[config.mk]
export PLATFORM = sky130hd
export DESIGN_NAME = ub_affine_op_controller_flat
export DESIGN_NICKNAME = d
export VERILOG_FILES = /design/src/rtl/ub_affine_op_controller_if.sv /design/src/rtl/ub_affine_op_controller.sv /design/src/flat_wrapper.sv
export SDC_FILE = /design/constraint.sdc
export NUM_CORES = 1
export LEC_CHECK = 0
export ABC_AREA = 1
export BUFFER_PORTS_ARGS = -buffer_cell sky130_fd_sc_hd__buf_2
export CELL_PAD_IN_SITES_DETAIL_PLACEMENT = 1
export CELL_PAD_IN_SITES_GLOBAL_PLACEMENT = 2
export CORE_ASPECT_RATIO = 0.9
export CORE_MARGIN = 4
export CORE_UTILIZATION = 26
export CTS_CLUSTER_SIZE = 12
export DETAILED_ROUTE_END_ITERATION = 10
export HOLD_SLACK_MARGIN = 0.03
export PLACE_DENSITY_LB_ADDON = 0.1
export SLEW_MARGIN = 25
export SYNTH_ARGS = -nofsm -noshare
export SYNTH_HDL_FRONTEND = slang
export SYNTH_SLANG_ARGS = --single-unit
export TNS_END_PERCENT = 1
[constraint.sdc]
create_clock -name clk -period 3.9 [get_ports clk]
set_input_delay 0.195 -clock clk [delete_from_list [all_inputs] [get_ports clk]]
set_output_delay 0.195 -clock clk [all_outputs]
set_load 0.03 [all_outputs]
[src/rtl/ub_affine_op_controller_if.sv]
// Request/config and strobe/status bundle between a unified-buffer op port and its sequencer.
// UB_CTRL_STALL_EN adds the stall request to the bundle.
interface ub_affine_op_controller_if #(
  parameter int unsigned CTRL_W = 16,
  parameter int unsigned TIME_W = 32
);
  logic                     flush;
  logic                     start;
  logic [2:0][CTRL_W-1:0]   cfg_extent;
  logic [2:0][TIME_W-1:0]   cfg_stride;
  logic [TIME_W-1:0]        cfg_offset;
  logic                     en;
  logic [2:0][CTRL_W-1:0]   ctrl_vars;
  logic                     busy;
  logic                     done;
  logic                     cfg_err;

`ifdef UB_CTRL_STALL_EN
  logic                     stall;

  modport master (output flush, start, cfg_extent, cfg_stride, cfg_offset, stall,
                  input  en, ctrl_vars, busy, done, cfg_err);
  modport slave  (input  flush, start, cfg_extent, cfg_stride, cfg_offset, stall,
                  output en, ctrl_vars, busy, done, cfg_err);
`else
  modport master (output flush, start, cfg_extent, cfg_stride, cfg_offset,
                  input  en, ctrl_vars, busy, done, cfg_err);
  modport slave  (input  flush, start, cfg_extent, cfg_stride, cfg_offset,
                  output en, ctrl_vars, busy, done, cfg_err);
`endif
endinterface

[src/rtl/ub_affine_op_controller.sv]
// Walks a 3-deep loop nest and strobes one unified-buffer op port on an affine cycle schedule.
// Optional UB_CTRL_STALL_EN: a stall input freezes the schedule while a run is in progress.
module ub_affine_op_controller #(
  parameter int unsigned CTRL_W = 16,
  parameter int unsigned TIME_W = 32
) (
  input logic                      clk,
  input logic                      rst_n,
  ub_affine_op_controller_if.slave ctrl
);

  localparam int unsigned SUM_W = TIME_W + 1;

  typedef enum logic [1:0] {IDLE = 2'd0, RUN = 2'd1, DONE = 2'd2} state_e;

  state_e                 state_q, state_d;
  logic [TIME_W-1:0]      t_q, t_d;
  logic [TIME_W-1:0]      nf_q, nf_d;
  logic [1:0][TIME_W-1:0] base_q, base_d;
  logic [2:0][TIME_W-1:0] stride_q, stride_d;
  logic [2:0][CTRL_W-1:0] ext_q, ext_d;
  logic [2:0][CTRL_W-1:0] idx_q, idx_d;
  logic [2:0][CTRL_W-1:0] cv_q, cv_d;
  logic                   en_q, en_d;
  logic                   busy_q, busy_d;
  logic                   done_q, done_d;
  logic                   err_q, err_d;

  logic                   stall_c;
  logic                   cfg_zero_c;
  logic                   ext_zero_c;
  logic [2:0]             at_end_c;
  logic [SUM_W-1:0]       sum_c;

`ifdef UB_CTRL_STALL_EN
  assign stall_c = ctrl.stall;
`else
  assign stall_c = 1'b0;
`endif

  assign cfg_zero_c = (ctrl.cfg_extent[0] == '0) || (ctrl.cfg_extent[1] == '0) ||
                      (ctrl.cfg_extent[2] == '0);
  assign ext_zero_c = (ext_q[0] == '0) || (ext_q[1] == '0) || (ext_q[2] == '0);
  assign at_end_c[0] = (idx_q[0] == (ext_q[0] - CTRL_W'(1)));
  assign at_end_c[1] = (idx_q[1] == (ext_q[1] - CTRL_W'(1)));
  assign at_end_c[2] = (idx_q[2] == (ext_q[2] - CTRL_W'(1)));

  always_comb begin
    state_d  = state_q;
    t_d      = t_q;
    nf_d     = nf_q;
    base_d   = base_q;
    stride_d = stride_q;
    ext_d    = ext_q;
    idx_d    = idx_q;
    cv_d     = cv_q;
    en_d     = 1'b0;
    busy_d   = busy_q;
    done_d   = 1'b0;
    err_d    = err_q;
    sum_c    = '0;

    case (state_q)
      IDLE: begin
        if (ctrl.start) begin
          ext_d    = ctrl.cfg_extent;
          stride_d = ctrl.cfg_stride;
          t_d      = '0;
          idx_d    = '0;
          nf_d     = ctrl.cfg_offset;
          base_d   = {ctrl.cfg_offset, ctrl.cfg_offset};
          err_d    = 1'b0;
          busy_d   = !cfg_zero_c;
          state_d  = RUN;
        end
      end
      RUN: begin
        if (ext_zero_c) begin
          state_d = DONE;
        end else if (!stall_c) begin
          t_d = t_q + TIME_W'(1);
          if (t_q == nf_q) begin
            en_d = 1'b1;
            cv_d = idx_q;
            if (&at_end_c) begin
              state_d = DONE;
            end else begin
              // Odometer advance; the add is one bit wider so overflow is caught as a violation.
              if (!at_end_c[2]) begin
                idx_d[2] = idx_q[2] + CTRL_W'(1);
                sum_c    = SUM_W'(nf_q) + SUM_W'(stride_q[2]);
              end else if (!at_end_c[1]) begin
                idx_d[2]  = '0;
                idx_d[1]  = idx_q[1] + CTRL_W'(1);
                sum_c     = SUM_W'(base_q[1]) + SUM_W'(stride_q[1]);
                base_d[1] = sum_c[TIME_W-1:0];
              end else begin
                idx_d[2]  = '0;
                idx_d[1]  = '0;
                idx_d[0]  = idx_q[0] + CTRL_W'(1);
                sum_c     = SUM_W'(base_q[0]) + SUM_W'(stride_q[0]);
                base_d[0] = sum_c[TIME_W-1:0];
                base_d[1] = sum_c[TIME_W-1:0];
              end
              nf_d = sum_c[TIME_W-1:0];
              if (sum_c[TIME_W] || (sum_c[TIME_W-1:0] <= t_q)) begin
                err_d   = 1'b1;
                state_d = DONE;
              end
            end
          end
        end
      end
      DONE: begin
        done_d  = 1'b1;
        busy_d  = 1'b0;
        state_d = IDLE;
      end
      default: state_d = IDLE;
    endcase

    // Abort wins over everything; the error flag survives it.
    if (ctrl.flush) begin
      state_d = IDLE;
      en_d    = 1'b0;
      busy_d  = 1'b0;
      done_d  = 1'b0;
      cv_d    = '0;
      err_d   = err_q;
    end
  end

  always_ff @(posedge clk or negedge rst_n) begin
    if (!rst_n) begin
      state_q  <= IDLE;
      t_q      <= '0;
      nf_q     <= '0;
      base_q   <= '0;
      stride_q <= '0;
      ext_q    <= '0;
      idx_q    <= '0;
      cv_q     <= '0;
      en_q     <= 1'b0;
      busy_q   <= 1'b0;
      done_q   <= 1'b0;
      err_q    <= 1'b0;
    end else begin
      state_q  <= state_d;
      t_q      <= t_d;
      nf_q     <= nf_d;
      base_q   <= base_d;
      stride_q <= stride_d;
      ext_q    <= ext_d;
      idx_q    <= idx_d;
      cv_q     <= cv_d;
      en_q     <= en_d;
      busy_q   <= busy_d;
      done_q   <= done_d;
      err_q    <= err_d;
    end
  end

  assign ctrl.en        = en_q;
  assign ctrl.ctrl_vars = cv_q;
  assign ctrl.busy      = busy_q;
  assign ctrl.done      = done_q;
  assign ctrl.cfg_err   = err_q;

endmodule

[src/flat_wrapper.sv]
// flat-port wrapper written by rule: the top's interface ports become plain ports
module ub_affine_op_controller_flat 
#(
  parameter int unsigned CTRL_W = 16,
  parameter int unsigned TIME_W = 32
)
  (clk, rst_n, ctrl_flush, ctrl_start, ctrl_cfg_extent, ctrl_cfg_stride, ctrl_cfg_offset, ctrl_en, ctrl_ctrl_vars, ctrl_busy, ctrl_done, ctrl_cfg_err);
  ub_affine_op_controller_if #(.CTRL_W(CTRL_W), .TIME_W(TIME_W)) ctrl_i ();
  input logic clk;
  input logic rst_n;
  input wire logic [$bits(ctrl_i.flush)-1:0] ctrl_flush;
  input wire logic [$bits(ctrl_i.start)-1:0] ctrl_start;
  input wire logic [$bits(ctrl_i.cfg_extent)-1:0] ctrl_cfg_extent;
  input wire logic [$bits(ctrl_i.cfg_stride)-1:0] ctrl_cfg_stride;
  input wire logic [$bits(ctrl_i.cfg_offset)-1:0] ctrl_cfg_offset;
  output wire logic [$bits(ctrl_i.en)-1:0] ctrl_en;
  output wire logic [$bits(ctrl_i.ctrl_vars)-1:0] ctrl_ctrl_vars;
  output wire logic [$bits(ctrl_i.busy)-1:0] ctrl_busy;
  output wire logic [$bits(ctrl_i.done)-1:0] ctrl_done;
  output wire logic [$bits(ctrl_i.cfg_err)-1:0] ctrl_cfg_err;
  assign ctrl_i.flush = ctrl_flush;
  assign ctrl_i.start = ctrl_start;
  assign ctrl_i.cfg_extent = ctrl_cfg_extent;
  assign ctrl_i.cfg_stride = ctrl_cfg_stride;
  assign ctrl_i.cfg_offset = ctrl_cfg_offset;
  assign ctrl_en = ctrl_i.en;
  assign ctrl_ctrl_vars = ctrl_i.ctrl_vars;
  assign ctrl_busy = ctrl_i.busy;
  assign ctrl_done = ctrl_i.done;
  assign ctrl_cfg_err = ctrl_i.cfg_err;
  ub_affine_op_controller #(.CTRL_W(CTRL_W), .TIME_W(TIME_W)) u_core (.clk(clk), .rst_n(rst_n), .ctrl(ctrl_i));
endmodule
==> run metrics <==
cell-internal power=15.8 mW; 1st-iter DRT viols=1,802; Port Buffers=231; Die ar.=0.108 mm²; Mapped Nets=4,234; TritonRoute pass-1 iters=5; grt ovf=0; first-pass GRT wire length=196 mm; P_sw=13.0 mW; largest net degree at the start of global routing=174; kind of critical path=reg2reg; vias per inst=4.75; die height=312 µm; Seq. cell area=0.00936 mm²; VDD IR max=276 µV; clk buf depth=3; Syn Inst Count=3,916; Synth warnings=0; final instance area=0.0383 mm²; DP Area=0.0339 mm²; post-synthesis sequential area ratio=35.0%; DR DRC count=0; switch share=45.2%; Lkg Pwr=19.1 nW; clk slew on worst S/H paths=0.06 ns; Core Footprint=0.102 mm²; drt total wl=130 mm; Comb power frac=63.9%; R2R cell count=24; Worst Path Required=4.44 ns; area delta synth->final=43.1%; GPL Wtd Cong=0.878; Worst-Margin Slew=1.06 ns; Layout fillers=12,800; Critical Path Fanout Max=4; gr usage total=23.6%; WP data arrival=4.53 ns; register bit total from synthesis=374; synthesized area per cell=6.83 µm²; Setup crit start kind=flip-flop; Flop pwr share=19.2%; clk_lat worst skew=0.65 ns; Total Power=28.8 mW; CTS H-tree lvls=2; Mapped Area=0.0267 mm²; Routed Antenna Nets=0; Final Critical Period=3.99 ns; Die Wd=346 µm; pre-CTS setup slack=-0.549 ns; failing checks=setup timing; unrepaired setup endpoints after global routing=true; root buffer cell=clkbuf_16; status=finished, violations left; worst hold stages=6; Synth cell types=45; via count=29,900; fin worst setup slack=-0.0948 ns; # rows=111; slew margin rel.=29.2%; CTS Sinks=374; Clk network pwr share=16.9%; # IOs=232; total CTS buffers=51; achievable frequency=250 MHz; share of cells above drive strength 1=23.8%; count of final setup violators=3; Final Slew Violations=0; Layout Nets=5,197; Worst Hold Class=in2reg; CP Capture Type=flip-flop; initial antenna violation count=9; Avg WL per Cell=20.6 µm; area of the multi-input gates=0.0164 mm²; Post-DP HPWL=102 mm; Post-Route Skew=0.0452 ns; Initial Utilization=26.2%; CTS tree=done; vias in the first global route=30,900; PwrDens=754 mW/mm²; Period Utilization, post-route=102%; Hold Violations, Final=0; maxcap violations=0
## per-stage QoR
step / utilization (%) / TNS [ns] / cells / hold slack (ns)
after global placement: 33.2 / -1.44 / 5987 / 0.271
after floorplan: - / 0 / 3916 / -0.101
after global routing: 37.5 / -2.51 / 6279 / 0.0881
final: 37.5 / -0.230 / 6285 / 0.0969
after detailed placement: 33.2 / -1.50 / 5987 / 0.268
after CTS: 37.2 / -0.296 / 6267 / 0.0430
## final cells by class
cell class | count | share of cell area, %
tap | 1356 | 4.44
inverter | 286 | 2.83
multi-input combinational | 3122 | 42.9
antenna | 9 | 0.0589
clock inverter | 22 | 0.553
sequential | 374 | 24.5
clock buffer | 72 | 3.93
timing repair buffer | 1044 | 20.8
## power by group through the flow
stage	registers (mW)	clock network [mW]	logic, mW
after floorplan	5.29	0	8.20
after global placement	5.55	0	17.0
after detailed placement	5.56	0	17.1
after CTS	5.53	5.05	18.0
after global routing	5.64	5.20	20.2
final	5.53	4.88	18.4
## placed cells by master, fill, tap and decap left out, drive strengths merged, types with 5 or more instances in the layout
| master | synthesis | routed |
|---|---|---|
| dlygate4sd3 | 0 | 148 |
| nand3 | 258 | 258 |
| nor3 | 57 | 57 |
| nor3b | 5 | 5 |
| o21ai | 257 | 257 |
| dfrtp | 374 | 374 |
| clkinv | 4 | 19 |
| nand3b | 12 | 12 |
| nand2 | 1502 | 1502 |
| nand4 | 108 | 108 |
| a31oi | 6 | 6 |
| diode | 0 | 9 |
| o21a | 11 | 11 |
| nor4 | 45 | 45 |
| or2 | 8 | 8 |
| a21boi | 20 | 20 |
| xnor2 | 91 | 91 |
| ha | 135 | 135 |
| a21o | 14 | 14 |
| buf | 50 | 895 |
| xor2 | 91 | 91 |
| o21bai | 11 | 11 |
| a21oi | 155 | 155 |
| o31ai | 10 | 10 |
| inv | 282 | 283 |
| nor2 | 296 | 296 |
| clkbuf | 84 | 73 |
| and2 | 19 | 19 |
## worst paths after layout
| kind | from | to | slack (ns) |
|---|---|---|---|
| hold reg to reg | u_core.base_q[62] | u_core.base_q[62] | 0.47 |
| setup reg to reg | u_core.stride_q[21] | u_core.state_q[1] | -0.09 |
| hold / removal | ctrl_cfg_offset[16] | u_core.base_q[16] | 0.1 |
| setup / recovery | u_core.stride_q[21] | u_core.state_q[1] | -0.09 |
| min in group asynchronous | rst_n | u_core.ext_q[17] | 0.15 |
| max in group asynchronous | rst_n | u_core.stride_q[30] | 2.75 |
## cells in the mapped netlist, drive strengths merged
cell type / number / area, µm²
a211oi: 2 / 15.0
a21o: 14 / 105
fa: 3 / 60.1
a221oi: 1 / 8.76
nand3: 258 / 1310
a31oi: 6 / 37.5
o21ai: 257 / 1290
nor2: 296 / 1160
o211ai: 3 / 22.5
xor2: 91 / 805
nand2b: 1 / 6.26
o21a: 11 / 82.6
clkbuf: 84 / 315
nor3b: 5 / 37.5
nand2: 1502 / 5650
o31ai: 10 / 75.1
nor3: 57 / 290
o21bai: 11 / 82.6
and2: 19 / 119
ha: 135 / 1690
or2: 8 / 50.1
clkinv: 4 / 15.0
buf: 50 / 310
dfrtp: 374 / 9360
nand3b: 12 / 90.1
nor4: 45 / 288
xnor2: 91 / 797
nand4: 108 / 676
a41oi: 1 / 8.76
a21oi: 155 / 776
inv: 282 / 1060
a21boi: 20 / 150
## critical path, cell delays in order (launching register included)
cell and delay, ns:
dfrtp_1 0.38, ha_1 0.36, a21o_1 0.24, o21bai_1 0.20
a21oi_1 0.22, buf_4 0.15, nand3_1 0.14, or2_2 0.30
nand2_1 0.19, nand2_2 0.09, o21ai_2 0.06, nand2_1 0.09
and2_4 0.16, ha_4 0.26, nand4_1 0.15, nor4_4 0.30
nand2_1 0.09, nand2_1 0.08, nand2_2 0.07, inv_2 0.06
nand4_1 0.08, nand2_1 0.07, nand2_1 0.06, nand2_1 0.06
nor2_1 0.04
## state kept, by name (all words and copies together), names as in the netlist
name,flops
u_core.ctrl.done,1
u_core.ctrl.ctrl_vars,48
u_core.ctrl.busy,1
u_core.t_q,32
u_core.ctrl.en,1
u_core.stride_q,96
u_core.idx_q,48
u_core.nf_q,32
u_core.ctrl.cfg_err,1
u_core.base_q,64
u_core.state_q,2
u_core.ext_q,48
## cells by family (layout without fill, tap and decap cells)
logic type      count (synthesis)  in the layout  share of synthesized area [%]
fa+ha+maj                     138            138                           6.54
xor+xnor                      182            182                           5.99
buf+inv                       420           1424                           6.36
compound gates                491            491                           9.91
simple gates                 2311           2311                           36.2
other cells                     0              9                              0
flops                         374            374                           35.0
## routing by layer
| layer | track usage (%) | vias to the layer above | share of wire (%) |
|---|---|---|---|
| li1 | - | 14700 | - |
| met1 | 35.4 | 14500 | 51 |
| met2 | 35.6 | 538 | 42 |
| met3 | 3.09 | 125 | 4.7 |
| met4 | 5.81 | 2 | 2.3 |
| met5 | 0 | - | 0.010 |
## timing repair
item	CTS	global route
gates resized for setup	139	56
hold endpoints to repair	219	0
gates cloned	1	1
buffers inserted	38	8
pin swaps	34	26
endpoints found under the setup margin	3	73
hold buffers	148	0
No activity file was read; power rests on OpenSTA's default activity.
